[src/rtl/mvu_dsp_sequencer.sv]
// mvu_dsp_sequencer: AXI-Stream front end for one PE x SIMD packed MVU compute core.
// Buffers one activation vector and replays it across all neuron folds.
//
// state    | meaning
// S_FILL   | activations come from the stream and are written into the replay buffer
// S_REPLAY | activations come from the replay buffer for neuron folds 1..NF-1
module mvu_dsp_sequencer #(
    parameter int PE               = 2,
    parameter int SIMD             = 2,
    parameter int MW               = 4,
    parameter int MH               = 4,
    parameter int ACTIVATION_WIDTH = 8,
    parameter int WEIGHT_WIDTH     = 8,
    parameter int ACCU_WIDTH       = 24
) (
    input  logic                               ap_clk,
    input  logic                               ap_rst_n,

    input  logic [SIMD*ACTIVATION_WIDTH-1:0]   s_axis_a_tdata,
    input  logic                               s_axis_a_tvalid,
    output logic                               s_axis_a_tready,

    input  logic [PE*SIMD*WEIGHT_WIDTH-1:0]    s_axis_w_tdata,
    input  logic                               s_axis_w_tvalid,
    output logic                               s_axis_w_tready,

    output logic [PE*ACCU_WIDTH-1:0]           m_axis_tdata,
    output logic                               m_axis_tvalid,
    input  logic                               m_axis_tready,

    output logic                               core_rst,
    output logic                               core_en,
    output logic                               core_last,
    output logic                               core_zero,
    output logic [PE*SIMD*WEIGHT_WIDTH-1:0]    core_w,
    output logic [SIMD*ACTIVATION_WIDTH-1:0]   core_a,
    input  logic                               core_vld,
    input  logic [PE*ACCU_WIDTH-1:0]           core_p
);

    localparam int SF   = MW / SIMD;
    localparam int NF   = MH / PE;
    localparam int SF_W = (SF > 1) ? $clog2(SF) : 1;
    localparam int NF_W = (NF > 1) ? $clog2(NF) : 1;
    localparam int AW   = SIMD * ACTIVATION_WIDTH;
    localparam int PW   = PE * ACCU_WIDTH;

    typedef enum logic {
        S_FILL   = 1'b0,
        S_REPLAY = 1'b1
    } state_t;

    state_t          r_state;
    state_t          w_state_nxt;
    logic [SF_W-1:0] r_sf;
    logic [SF_W-1:0] w_sf_nxt;
    logic [NF_W-1:0] r_nf;
    logic [NF_W-1:0] w_nf_nxt;
    logic [1:0]      r_rst_sync;
    logic            r_m_tvalid;
    logic [PW-1:0]   r_m_tdata;
    logic [AW-1:0]   r_abuf [SF];

    logic w_core_rst;
    logic w_core_en;
    logic w_fill;
    logic w_issue;
    logic w_sf_last;
    logic w_nf_last;

    // Reset asserts asynchronously, releases two clocks after ap_rst_n rises.
    always_ff @(posedge ap_clk or negedge ap_rst_n) begin
        if (!ap_rst_n) begin
            r_rst_sync <= 2'b00;
        end else begin
            r_rst_sync <= {r_rst_sync[0], 1'b1};
        end
    end

    assign w_core_rst = ~r_rst_sync[1];
    assign w_core_en  = ~w_core_rst && (~r_m_tvalid || m_axis_tready);
    assign w_fill     = (r_state == S_FILL);
    assign w_issue    = w_core_en && s_axis_w_tvalid && (~w_fill || s_axis_a_tvalid);
    assign w_sf_last  = (r_sf == SF_W'(SF - 1));
    assign w_nf_last  = (r_nf == NF_W'(NF - 1));

    always_ff @(posedge ap_clk or negedge ap_rst_n) begin
        if (!ap_rst_n) begin
            r_state <= S_FILL;
            r_sf    <= '0;
            r_nf    <= '0;
        end else begin
            r_state <= w_state_nxt;
            r_sf    <= w_sf_nxt;
            r_nf    <= w_nf_nxt;
        end
    end

    // A neuron-fold wrap always lands in FILL, so NF=1 never leaves FILL.
    always_comb begin
        w_state_nxt = r_state;
        w_sf_nxt    = r_sf;
        w_nf_nxt    = r_nf;
        if (w_issue) begin
            if (w_sf_last) begin
                w_sf_nxt = '0;
                if (w_nf_last) begin
                    w_nf_nxt    = '0;
                    w_state_nxt = S_FILL;
                end else begin
                    w_nf_nxt    = r_nf + 1'b1;
                    w_state_nxt = S_REPLAY;
                end
            end else begin
                w_sf_nxt = r_sf + 1'b1;
            end
        end
    end

    always_ff @(posedge ap_clk) begin
        if (w_issue && w_fill) begin
            r_abuf[r_sf] <= s_axis_a_tdata;
        end
    end

    // core_en already implies the output slot is free or being drained this cycle.
    always_ff @(posedge ap_clk or negedge ap_rst_n) begin
        if (!ap_rst_n) begin
            r_m_tvalid <= 1'b0;
            r_m_tdata  <= '0;
        end else if (w_core_en && core_vld) begin
            r_m_tvalid <= 1'b1;
            r_m_tdata  <= core_p;
        end else if (m_axis_tready) begin
            r_m_tvalid <= 1'b0;
        end
    end

    assign s_axis_w_tready = w_core_en && (~w_fill || s_axis_a_tvalid);
    assign s_axis_a_tready = w_core_en && w_fill && s_axis_w_tvalid;

    assign core_rst  = w_core_rst;
    assign core_en   = w_core_en;
    assign core_zero = w_core_en && ~w_issue;
    assign core_last = w_issue && w_sf_last;
    assign core_w    = s_axis_w_tdata;
    assign core_a    = w_fill ? s_axis_a_tdata : r_abuf[r_sf];

    assign m_axis_tdata  = r_m_tdata;
    assign m_axis_tvalid = r_m_tvalid;

endmodule

[config.mk]
export PLATFORM = sky130hd
export DESIGN_NAME = mvu_dsp_sequencer
export DESIGN_NICKNAME = d
export VERILOG_FILES = /design/src/rtl/mvu_dsp_sequencer.sv
export SDC_FILE = /design/constraint.sdc
export NUM_CORES = 1
export LEC_CHECK = 0
export CORE_MARGIN = 2
export CORE_UTILIZATION = 41
export CTS_CLUSTER_SIZE = 25
export DETAILED_ROUTE_END_ITERATION = 6
export MAX_ROUTING_LAYER = met4
export PLACE_DENSITY_LB_ADDON = 0.15
export SLEW_MARGIN = 5
export SYNTH_ARGS = -nofsm -noshare
export SYNTH_HDL_FRONTEND = slang
export SYNTH_SLANG_ARGS = --single-unit
[constraint.sdc]
create_clock -name ap_clk -period 6.5 [get_ports ap_clk]
set_clock_uncertainty 0.05 [all_clocks]
set_input_delay 1.3 -clock ap_clk [delete_from_list [all_inputs] [get_ports ap_clk]]
set_output_delay 1.3 -clock ap_clk [all_outputs]
set_load 0.005 [all_outputs]
==> flow_summary.ini, run 1 <==
[cells_and_area]
diodes = 0
nets = 459
drive_above_1_share_pct = 19.6
syn2layout_area_growth_pct = 42.3
utilization_pct = 59.5
final_cells = 470
finish.instance_area_mm2 = 0.00511

[drt]
dr.pass1.iters = 4
drt-total-wl_mm = 7.03
ant_nets = 0
drc = 0
drt_iter0_markers = 36
routed_via_density = 4.77
routedWlPerCell_um = 15.0
vias = 2244

[place]
dp_hpwl_mm = 4.93
portBuffers = 140
dpl-instance-area_mm2 = 0.00486
gp_congestion = 0.725
dp.cells = 454

[timing]
fmax_ghz = 0.239
period_share_pct = 64.4
setup_viol = 0
fin_crit_ns = 4.18
fin_setup_tns_ns = 0
tightest_slew_ns = 1.08
finalHoldViolCount = 0
slew_headroom_pct = 28.1
rsz0062_at_grt = no
slew_violations = 0
hold-worst-slack_ns = 0.306

[global_route]
antenna_found_initial = 0
grt_pass1_wl_mm = 11.4
grt_pass1_vias = 2325
gr-total-overflow = 0
grt_max_degree = 54
track_usage_pct = 15.6

[power_and_ir_drop]
peakVddDrop_uv = 185
powerDensity_mw_per_mm2 = 321
p_leak_nw = 2.07

[clock_network]
ctsLongestPathBuffers = 2
cts_tree = yes
cts_resized = 0
cts-buffers-inserted = 9
post_cts.repair.setup_buffers = 0
cts_max_level = 3
clock-root-buffer = clkbuf_8
hold_buffers = 0
numClockSinks = 85
clkLatencyLatePin_ns = 0.34
clk_pin_slew_worst_paths_ns = 0.08

[hold_path]
hold_start = r_rst_sync[0]
hold_class = flip-flop to flip-flop

[yosys]
synth_area_leader_cell = dfrtp_1
synthCells = 245
synth_fp_nets = 347
syn_area_per_cell_um2 = 14.7
syn_area_mm2 = 0.00359
synth_top_area_share_pct = 36.9
seq_area_frac_synth_pct = 63.6
synth_cell_types = 25
synth-seq-cells = 85
synthTopCellsByArea = dfrtp_1 (37%), edfxtp_1 (27%), mux2_2 (13%), buf_4 (6.9%), mux2i_1 (4.5%)
synth-warning-count = 0

[floorplanning]
core_mm2 = 0.00859
die_y_um = 97.6
boundaryPins = 205
std_cell_rows = 34
dieArea_mm2 = 0.00953
start_util_pct = 41.8
die_w_um = 97.6

[setup_path]
slowest_stage = clkdlybuf4s50_1
critPathMaxFanout = 7
cp_slowest_stage_delay_ns = 0.52
required_ns = 5.15
critPathMostFrequentCell = clkdlybuf4s50_1
path_cells = clkdlybuf4s50_1 -> nand2b_2 -> nand4_1 -> nor2_1 -> clkdlybuf4s50_1
rr_startpoint = r_sf
startpoint = m_axis_tready
cp.arrival_ns = 2.83
critPathCaptureType = output port
worstSetupPathType = input pin to output port
startpoint_type = input pin

[outcome]
status = finished, final reports clean

[run]
cap_violations = 0
logic make-up (layout without fill, tap and decap cells):
logic type	Yosys count	count (layout)	share of synthesized area, %
XOR/XNOR	1	1	0.244
other	1	1	0.104
flip-flops	85	85	63.6
AND/OR/NAND/NOR	31	31	4.18
buffers and inverters	45	162	8.74
AO/OA/AOI/OAI	17	17	2.37
multiplexers	65	65	20.7
per-layer routing:
| metal | routed length [um] | part of all wire, % | vias up | track usage (%) |
|---|---|---|---|---|
| li1 | - | - | 1052 | - |
| met1 | 3080 | 44 | 1063 | 18.9 |
| met2 | 3160 | 45 | 118 | 22.5 |
| met3 | 687 | 9.8 | 11 | 7.12 |
| met4 | 108 | 1.5 | 0 | 6.73 |
| met5 | 0 | 0 | - | - |
worst max-delay path: cells and delay by family:
kind          cells  cell delay [ns]
buf+inv           2             0.96
simple gates      3             0.57
path summary, 6_finish.rpt:
check / endpoint / slack (ns) / cells past startpoint
min reg2reg: r_rst_sync[1] / 0.31 / 0
min: r_rst_sync[1] / 0.31 / 0
max in group asynchronous: m_axis_tdata[21] / 4.90 / 2
max: core_last / 2.32 / 5
min in group asynchronous: m_axis_tdata[10] / 1.03 / 2
max reg2reg: r_abuf[1][5] / 4.26 / 3
metrics by stage:
stage	setup slack, ns	power, mW
floorplan	3.14	0.912
CTS	2.31	1.67
detailed placement	2.31	1.19
finish	2.32	1.64
global route	2.19	1.73
global placement	2.34	1.19
power by group:
part / total [mW] / leakage [nW] / internal [mW] / switching [mW]
Sequential: 0.718 / 0.913 / 0.629 / 0.0893
Clock: 0.470 / 0.125 / 0.295 / 0.175
Combinational: 0.453 / 1.03 / 0.322 / 0.131
cells in the mapped netlist:
master    count
xor2_1        1
buf_6         2
inv_1         2
nand3_2       1
clkbuf_1      2
nand4_1       1
edfxtp_1     32
conb_1        1
buf_2         5
buf_4        33
and3_1        1
nand2b_2      1
nor2b_1       1
o21ai_0       1
nor3b_1       2
a21oi_1      16
nand2_1       2
and4b_1       1
dfrtp_1      53
mux2_2       40
nor2_1       20
buf_1         1
mux2_4        9
mux2i_1      16
nand3_1       1
registers in the layout (all words and copies together), names as in the netlist:
name,cells
m_axis_tdata,48
m_axis_tvalid,1
r_abuf,32
r_rst_sync,2
r_sf,1
r_state,1
cells in the final DEF (no fill, tap or decap), drive strengths merged:
master / n
edfxtp: 32
o21ai: 1
clkbuf: 12
nand3: 2
a21oi: 16
and4b: 1
bufinv: 4
dfrtp: 53
mux2i: 16
inv: 2
buf: 5
xor2: 1
and3: 1
nand2: 2
nor2b: 1
nor2: 20
clkdlybuf4s50: 139
conb: 1
nand4: 1
nand2b: 1
mux2: 49
nor3b: 2
cell type report:
cell class | count | area [um2]
clock inverters | 4 | 120
fillers | 713 | 3480
flip-flops and latches | 85 | 2290
inverters | 2 | 7.51
clock buffers | 12 | 135
well taps | 108 | 135
multi-input cells | 115 | 1000
repair buffers | 144 | 1430
Power figures use the tool's default switching activity.
==> inputs of run 2 (changes only) <==
--- a/config.mk
+++ b/config.mk
@@ -6,7 +6,7 @@
 export NUM_CORES = 1
 export LEC_CHECK = 0
 export CORE_MARGIN = 2
-export CORE_UTILIZATION = 41
+export CORE_UTILIZATION = 38
 export CTS_CLUSTER_SIZE = 25
 export DETAILED_ROUTE_END_ITERATION = 6
 export MAX_ROUTING_LAYER = met4
==> constraint.sdc (replaced) <==
create_clock -name ap_clk -period 4.1 [get_ports ap_clk]
set_clock_uncertainty 0.05 [all_clocks]
set_input_delay 0.82 -clock ap_clk [delete_from_list [all_inputs] [get_ports ap_clk]]
set_output_delay 0.82 -clock ap_clk [all_outputs]
set_load 0.005 [all_outputs]
==> run 2 against run 1 <==
Against the previous run:
- flip-flop and latch count is the same
- sequential share of layout area grew 0.60 points
- final cell count grew 0.64%
- total power grew 47%
- critical path type is now flip-flop to output port
- largest cell class unchanged
- largest power group unchanged
==> flow_summary.ini, run 2 (synthesis results as in run 1) <==
[drt]
ant_nets = 0
wl_met2_mm = 3.27
vias = 2252
routed_via_density = 4.76
m1WireLength_mm = 3.22
top_layer_used = met4
dr.pass1.iters = 4
routedWlPerCell_um = 15.3
drt-total-wl_mm = 7.25
drt_iter0_markers = 52
drc = 0
met3WireLength_um = 659

[setup_path]
reg2reg_slack_ns = 1.45
startpoint_type = flip-flop
critPathMaxFanout = 19
reg2regPathDepth = 3
startpoint = r_sf
rr_startpoint = r_sf
r2r_end = r_abuf[1][12]
required_ns = 3.23
cp.arrival_ns = 2.37
worstSetupPathType = flip-flop to output port
critPathCaptureType = output port

[place]
gp_congestion = 0.753
dp_hpwl_mm = 5.10
dp.cells = 457
portBuffers = 140
dpl-instance-area_mm2 = 0.00486

[floorplanning]
dieArea_mm2 = 0.0103
core_mm2 = 0.00920
std_cell_rows = 35
die_w_um = 101
die_y_um = 101
start_util_pct = 39.1
boundaryPins = 205

[timing]
tightest_slew_ns = 1.13
setup_viol = 0
slew_headroom_pct = 24.9
finalHoldViolCount = 0
rsz0062_at_grt = no
slew_violations = 0
fmax_ghz = 0.308
fin_crit_ns = 3.24
fin_setup_tns_ns = 0
period_share_pct = 79.1

[cells_and_area]
final_common_cell = clkdlybuf4s50_1
finish.instance_area_mm2 = 0.00505
diodes = 0
nets = 459
drive_above_1_share_pct = 19.9
largest_register_ffs = 48
nFillCells = 810
syn2layout_area_growth_pct = 40.4
final_cells = 473
mostFrequentLayoutCells = clkdlybuf4s50_1 (139), dfrtp_1 (53), mux2_2 (40), edfxtp_1 (32), nor2_1 (20)

[global_route]
gr-total-overflow = 0
grt_max_degree = 50
track_usage_pct = 15.0
grt_pass1_vias = 2316
grt_pass1_wl_mm = 11.4
antenna_found_initial = 0

[run]
cap_violations = 0

[clock_network]
hold_buffers = 0
cts-buffers-inserted = 9
post_cts.repair.setup_buffers = 0
ctsLongestPathBuffers = 2
numClockSinks = 85
cts_tree = yes
cts_resized = 0
clock-root-buffer = clkbuf_8
clkLatencyLatePin_ns = 0.34
clk_pin_slew_worst_paths_ns = 0.07
cts_max_level = 3

[hold_path]
hold_class = flip-flop to flip-flop
hold_start = r_rst_sync[0]
holdPathStages = 0
hold_end = r_rst_sync[1]

[outcome]
status = finished, final reports clean

[power_and_ir_drop]
peakVddDrop_uv = 176
finalPower_mw = 2.42
p_leak_nw = 2.04
powerDensity_mw_per_mm2 = 479
## run 2: worst max-delay path, stage by stage, from the launching register on
cell and delay, ns:
dfrtp_1 1.00, nand4_1 0.34, nor2_1 0.18, clkdlybuf4s50_1 0.52
## run 2: report_power, final
group | switching [mW] | leakage (nW) | internal [mW] | total (mW)
combinational | 0.207 | 1.03 | 0.510 | 0.716
clock | 0.283 | 0.0931 | 0.279 | 0.562
sequential | 0.144 | 0.913 | 0.997 | 1.14
total | 0.634 | 2.04 | 1.79 | 2.42
## run 2: worst max-delay path by stage
stage	to	slack [ns]
2_1_floorplan	r_abuf[1][0]	1.22
3_3_place_gp	core_last	0.90
3_5_place_dp	core_last	0.87
4_1_cts	core_last	0.79
5_1_grt	core_zero	0.65
6_report	core_last	0.86
## run 2: final cells by class
cell class,instances,area (um2),area share [%]
Clock buffer,11,131,2.60
Sequential cell,85,2290,45.3
Clock inverter,5,52.6,1.04
Timing Repair Buffer,144,1430,28.3
Multi-Input combinational cell,115,1000,19.9
Inverter,2,7.51,0.149
Tap cell,111,139,2.75
## run 2: per-stage QoR
| stage | hold WS [ns] | worst slack [ns] | utilization, % |
|---|---|---|---|
| after floorplan | 0.281 | 1.22 | - |
| after global placement | 0.282 | 0.904 | 52.9 |
| after CTS | 0.304 | 0.791 | 54.9 |
| after global routing | 0.320 | 0.648 | 54.9 |
| after detailed placement | 0.286 | 0.875 | 52.9 |
| final | 0.301 | 0.858 | 54.9 |
## run 2: metal layers
layer  up-vias  track usage [%]
li1       1050                -
met1      1082             19.0
met2       111             21.5
met3         9             5.94
met4         0             6.34
met5         -                -
